$ cat src/rtl/wr_addr_decode_pkg.sv
// rtl/wr_addr_decode_pkg.sv - shared sizes for the register-file write-address decoder
`timescale 1ps/1ps
package wr_addr_decode_pkg;
  localparam int N_REGS = 32;
  localparam int ADDR_W = 5;
endpackage

$ cat src/rtl/wr_addr_decode_if.sv
// rtl/wr_addr_decode_if.sv - write-address bus: address/enable in, one-hot selects out
`timescale 1ps/1ps
interface wr_addr_decode_if;
  import wr_addr_decode_pkg::*;

  logic [ADDR_W-1:0] addr;
  logic              en;
  logic [N_REGS-1:0] sel;
  logic [N_REGS-1:0] sel_q;

  modport master (output addr, output en, input sel, input sel_q);
  modport slave  (input addr, input en, output sel, output sel_q);
endinterface

$ cat src/rtl/wr_addr_decode_decoder2_4.sv
// rtl/wr_addr_decode_decoder2_4.sv - enabled 2-to-4 decoder with per-output gate delay
`timescale 1ps/1ps
module decoder2_4 #(
  parameter int DELAY = 50
) (
  input  logic [1:0] in,
  input  logic       e,
  output logic [3:0] out
);
  for (genvar k = 0; k < 4; k++) begin : g_out
    assign #DELAY out[k] = e & (in == 2'(k));
  end
endmodule

$ cat src/rtl/wr_addr_decode_decoder3_8.sv
// rtl/wr_addr_decode_decoder3_8.sv - enabled 3-to-8 decoder with per-output gate delay
`timescale 1ps/1ps
module decoder3_8 #(
  parameter int DELAY = 50
) (
  input  logic [2:0] in,
  input  logic       e,
  output logic [7:0] out
);
  for (genvar k = 0; k < 8; k++) begin : g_out
    assign #DELAY out[k] = e & (in == 3'(k));
  end
endmodule

$ cat src/rtl/wr_addr_decode.sv
// rtl/wr_addr_decode.sv - 5-to-32 one-hot write select, combinational plus registered copy
`timescale 1ps/1ps
module wr_addr_decode
  import wr_addr_decode_pkg::*;
#(
  parameter int DELAY = 50
) (
  input  logic            clk,
  input  logic            rst_n,
  wr_addr_decode_if.slave bus
);
  logic [3:0]        grp;
  logic [N_REGS-1:0] sel_w;
  logic [N_REGS-1:0] sel_r;

  // addr[4:3] picks which bank of eight the low bits decode into
  decoder2_4 #(.DELAY(DELAY)) u_pre (
    .in  (bus.addr[4:3]),
    .e   (bus.en),
    .out (grp)
  );

  for (genvar j = 0; j < 4; j++) begin : g_bank
    decoder3_8 #(.DELAY(DELAY)) u_dec (
      .in  (bus.addr[2:0]),
      .e   (grp[j]),
      .out (sel_w[8*j +: 8])
    );
  end

  always_ff @(posedge clk or negedge rst_n) begin
    if (!rst_n) begin
      sel_r <= '0;
    end else begin
      sel_r <= sel_w;
    end
  end

  assign bus.sel   = sel_w;
  assign bus.sel_q = sel_r;
endmodule

$ cat src/flat_wrapper.sv
// flat-port wrapper written by rule: the top's interface ports become plain ports
module wr_addr_decode_flat import wr_addr_decode_pkg::*;
#(
  parameter int DELAY = 50
)
  (clk, rst_n, bus_addr, bus_en, bus_sel, bus_sel_q);
  wr_addr_decode_if bus_i ();
  input  logic clk;
  input  logic rst_n;
  input wire logic [$bits(bus_i.addr)-1:0] bus_addr;
  input wire logic [$bits(bus_i.en)-1:0] bus_en;
  output wire logic [$bits(bus_i.sel)-1:0] bus_sel;
  output wire logic [$bits(bus_i.sel_q)-1:0] bus_sel_q;
  assign bus_i.addr = bus_addr;
  assign bus_i.en = bus_en;
  assign bus_sel = bus_i.sel;
  assign bus_sel_q = bus_i.sel_q;
  wr_addr_decode #(.DELAY(DELAY)) u_core (.clk(clk), .rst_n(rst_n), .bus(bus_i));
endmodule
$ cat config.mk
export PLATFORM = sky130hd
export DESIGN_NAME = wr_addr_decode_flat
export DESIGN_NICKNAME = d
export VERILOG_FILES = /design/src/rtl/wr_addr_decode_pkg.sv /design/src/rtl/wr_addr_decode_if.sv /design/src/rtl/wr_addr_decode_decoder2_4.sv /design/src/rtl/wr_addr_decode_decoder3_8.sv /design/src/rtl/wr_addr_decode.sv /design/src/flat_wrapper.sv
export SDC_FILE = /design/constraint.sdc
export NUM_CORES = 1
export LEC_CHECK = 0
export ABC_AREA = 1
export CAP_MARGIN = 10
export CELL_PAD_IN_SITES_DETAIL_PLACEMENT = 0
export CELL_PAD_IN_SITES_GLOBAL_PLACEMENT = 1
export CORE_AREA = 2 2 66 68
export DETAILED_ROUTE_END_ITERATION = 8
export DIE_AREA = 0 0 68 70
export GPL_TIMING_DRIVEN = 0
export PLACE_DENSITY_LB_ADDON = 0.1
export SLEW_MARGIN = 20
export SYNTH_ARGS = -nofsm -noshare
export SYNTH_HDL_FRONTEND = slang
export SYNTH_SLANG_ARGS = --single-unit --ignore-timing --ignore-initial --compat-mode --unroll-limit 50000
export TNS_END_PERCENT = 1
$ cat constraint.sdc
create_clock -name clk -period 1.7 [get_ports clk]
set_clock_uncertainty 0.2 [all_clocks]
set_input_delay 0.34 -clock clk [delete_from_list [all_inputs] [get_ports clk]]
set_output_delay 0.34 -clock clk [all_outputs]
set_load 0.01 [all_outputs]
* Word-level counts from Yosys, hierarchy flattened *
Index checks and enable logic that the tools add are counted.

word-level totals
  bits of input ports = 8
  flip-flop bits (word level) = 32
  logic and storage cells = 49
  output and inout port bits = 64

cells by class
  reductions and logical operators = 2
  eq/ne operators = 10
  bitwise logic cells = 36

operator list
  operator              number
  $and A1 B1 Y1         36
  $eq A3 B3 Y1 const B  4
  $eq A3 B2 Y1 const B  2
  $eq A2 B2 Y1 const B  2
  $eq A3 B1 Y1 const B  1
  $logic_not A3 Y1      1
  $eq A2 B1 Y1 const B  1
  $logic_not A2 Y1      1

* Longest topological paths before layout *
  word-level depth = 3
  depth in mapped cells = 3
  gate-level depth less buffers = 3

* Modules after synthesis *
From an unflattened synthesis, not the netlist that was laid out.

unflattened totals
  cell total of the unflattened synthesis = 108
  area, all modules = 1086.0 sq um

modules (own cells, without submodules)
  module          cells an instance  instances  area an instance (sq um)
  wr_addr_decode  32                 1          800.8
  decoder3_8      17                 4          63.8
  decoder2_4      8                  1          30.0

* Worst setup path before layout *
No wires, ideal clock.

  kind = input-to-output
  start point = input bus_addr[4]
  end point = output bus_sel[10]
  arrival time = 0.792 ns
  path slack = 0.368 ns
  cell stages on the path = 3
  path through = inv_1 > nand3_1 > nor2_1

on the way
  word-level cells in the longest chain between the ends = 3

ends and longest elaborated chain
  element          RTL line                         RTL
  start, declared  flat_wrapper.sv:10               input wire logic [$bits(bus_i.addr)-1:0] bus_addr;
  $eq A2 B1 Y1     wr_addr_decode_decoder2_4.sv:11  assign #DELAY out[k] = e & (in == 2'(k));
  $and A1 B1 Y1    wr_addr_decode_decoder2_4.sv:11
  $and A1 B1 Y1    wr_addr_decode_decoder3_8.sv:11  assign #DELAY out[k] = e & (in == 3'(k));
  end, declared    flat_wrapper.sv:12               output wire logic [$bits(bus_i.sel)-1:0] bus_sel;

No other way between the ends.

* Worst setup path in the final report *
  start point = input bus_addr[3]
  end point = output bus_sel[23]

on the way
  word-level cells in the longest chain between the ends = 3

ends and longest elaborated chain
  element        RTL line
  $eq A2 B2 Y1   wr_addr_decode_decoder2_4.sv:11
  $and A1 B1 Y1  wr_addr_decode_decoder2_4.sv:11
  $and A1 B1 Y1  wr_addr_decode_decoder3_8.sv:11

No other way between the ends.

==> flow_summary_export.csv <==
group,metric,value,unit
synth,syn_inst,82,
synth,synth_nets,90,
synth,synth.avg_cell_area,12.2,um^2
power,power_leakage,1.36,nW
power,p_clk_frac,0.395,
drt,dr.pass1.iters,3,
timing,rsz0062_at_grt,"yes",
power,p_sw_frac,0.235,
clocking,cts_sinks,32,
die,die_w,68,um
placed_design,port_buffers,71,
timing,tightest_slew,702,ps
global_routing,grt_max_degree,33,
synth,ys_top_cells_by_area,"dfrtp_1 80%, nor2_1 12%, nand3_1 5.5%",
cells_and_area,diodes,0,
die,dieArea,4760,um^2
clocking,cts_made_buffers,5,
synth,synth-seq-area-share,0.799,
drt,postRouteAntennaNets,0,
power,internal_power,1.19,mW
synth,ys.flop_type,"dfrtp_1",
synth,synth-edff-count,0,
cells_and_area,final_nets,178,
drt,drc_errors,0,
placed_design,hpwl,2090,um
timing,max_clock_freq,585,MHz
power,p_seq_frac,0.494,
global_routing,grt_pass1_vias,964,
critical_path,worstPathCellList,"clkbuf_4 > inv_2 > nand3_4 > nor2_2 > dlygate4sd2_1",
drt,drt-initial-drc-count,21,
critical_path,slowest_delay,270,ps
timing,period_share,1.01,
outcome,status,"complete, but fails checks",
die,die_h,70,um
cells_and_area,design_area,2210,um^2
global_routing,grt_overflow_total,0,
synth,yosysWarnings,0,
critical_path,worst_path_max_delay_cell,"dlygate4sd2_1",
min_path,min_path_type,"in2reg",
global_routing,grt_pass1_wl,4940,um
clocking,cts_tree,"done",
cells_and_area,largest_reg_flops,32,
synth,ys_types,5,
timing,maxSlewViolCount,0,
drt,drt-total-wl,3100,um
die,core-area,4140,um^2
critical_path,critPathArrivalTime,1170,ps
die,rows,24,
cells_and_area,synthToLayoutAreaGrowth,121,%
power,powerDensity,705,nW/um^2
synth,synth_top_area_cell,"dfrtp_1",
outcome,violations,"negative setup slack",
synth,yosys-top-cells-count,"33 x nor2_1, 32 x dfrtp_1, 11 x nand3_1",
timing,timing.slew.headroom,0.532,
critical_path,setup.worst_path.end_class,"output port",
timing,worst_slack,-8.83,ps
synth,netlist_area,1000,um^2
drt,vias,939,
synth,synth-seq-cells,32,
die,ios,72,
clocking,cts_buffer_depth,2,
critical_path,required,1160,ps
flow_run,drv_cap,0,
clocking,root_buffer,"clkbuf_8",
cells_and_area,stdcell_count,222,
power,p_sw,0.367,mW
clocking,clk_pin_slew_worst_paths,60,ps
cells_and_area,layout-drive-gt1-share,0.576,
power,pwr-share-comb,0.111,
synth,ys_async_sr_fraction,1.00,
timing,setup_viol,2,
power,vdd_drop_max,446,uV
critical_path,path_class,"in2out",
drt,routedWlPerCell,14.0,um
global_routing,antenna_found_initial,0,
synth,synth.top_cell.area_share,0.799,
die,start_util,0.242,
global_routing,grt_usage,0.143,
timing,finalHoldViolCount,0,
synth,synth_most_common_cell,"nor2_1",
critical_path,start_kind,"primary input",
clocking,h-tree-depth,2,
placed_design,dp.cells,205,
placed_design,gp_congestion,0.699,
drt,vias_per_cell,4.23,
timing,fin_crit,1710,ps
placed_design,place_area,1770,um^2
critical_path,crit_fanout,8,
==> final timing paths <==
kind,start,endpoint,cells after the start
max in group asynchronous,rst_n,u_core.bus.sel_q[0],2
setup / recovery,bus_addr[3],bus_sel[23],5
hold / removal,bus_addr[0],u_core.bus.sel_q[15],3
min in group asynchronous,rst_n,u_core.bus.sel_q[9],2
==> cells by family (layout without fill, tap and decap cells) <==
| kind of cell | after synthesis | after routing | share of synthesized area |
|---|---|---|---|
| flip-flops | 32 | 32 | 0.799 |
| AND/OR/NAND/NOR | 45 | 45 | 0.182 |
| buffers and inverters | 5 | 93 | 0.0187 |
==> through the flow <==
stage / hold slack (ps) / setup TNS (ps) / utilization / worst slack, ps / power [mW]
final: 223 / -9.50 / 0.534 / -8.83 / 1.56
after global routing: 224 / -594 / 0.534 / -60.7 / 1.63
after CTS: 227 / -3920 / 0.525 / -249 / 1.57
after detailed placement: 232 / -28290 / 0.428 / -909 / 0.893
after global placement: 926 / -43830 / 0.429 / -885 / 0.893
after floorplan: -156 / 0 / - / 368 / 0.818
==> cells in the final DEF (no fill, tap or decap), types with 2 or more instances in the layout <==
cell	netlist	routed
dfrtp_1	32	32
buf_2	0	14
inv_2	0	2
buf_6	0	2
clkbuf_8	0	7
nand3_4	0	11
dlymetal6s2s_1	0	22
clkdlybuf4s15_1	0	3
buf_12	0	2
clkbuf_2	0	6
nor2_4	0	10
clkdlybuf4s15_2	0	7
nor2_2	0	22
clkdlybuf4s50_1	0	9
buf_4	0	6
dlygate4sd2_1	0	4
clkbuf_4	0	5
==> power by group through the flow <==
stage / Sequential [mW] / Combinational, mW / Clock, mW
2_1_floorplan: 0.789 / 0.0287 / 0
3_3_place_gp: 0.785 / 0.109 / 0
3_5_place_dp: 0.785 / 0.109 / 0
4_1_cts: 0.770 / 0.163 / 0.636
5_1_grt: 0.770 / 0.188 / 0.674
6_report: 0.770 / 0.174 / 0.617
==> worst max-delay path: cells and delay by family <==
| kind | cells | cell delay [ps] |
|---|---|---|
| simple gates | 2 | 320 |
| buf+inv | 3 | 490 |
==> repair_timing <==
action,CTS,global route
hold endpoints to repair,32,0
cloned,0,0
gates resized for setup,150,88
hold buffers,1,0
setup buffers,9,0
pin swaps,6,6
setup endpoints to repair,33,54
==> cell type report <==
type,instances,area (um^2)
clock buffer,7,96.3
fill,367,1930
inverter,5,33.8
multi-input combinational,45,453
sequential,32,801
tap,52,65.1
timing repair buffer,81,764
==> layer usage <==
metal,vias to the layer above,routed length (um),track usage,share of wire
met4,0,50,0.0600,0.016
li1,435,-,-,-
met5,-,0,0,0
met2,47,1490,0.208,0.48
met1,453,1170,0.181,0.38
met3,4,384,0.0676,0.12
Power figures use the tool's default switching activity.
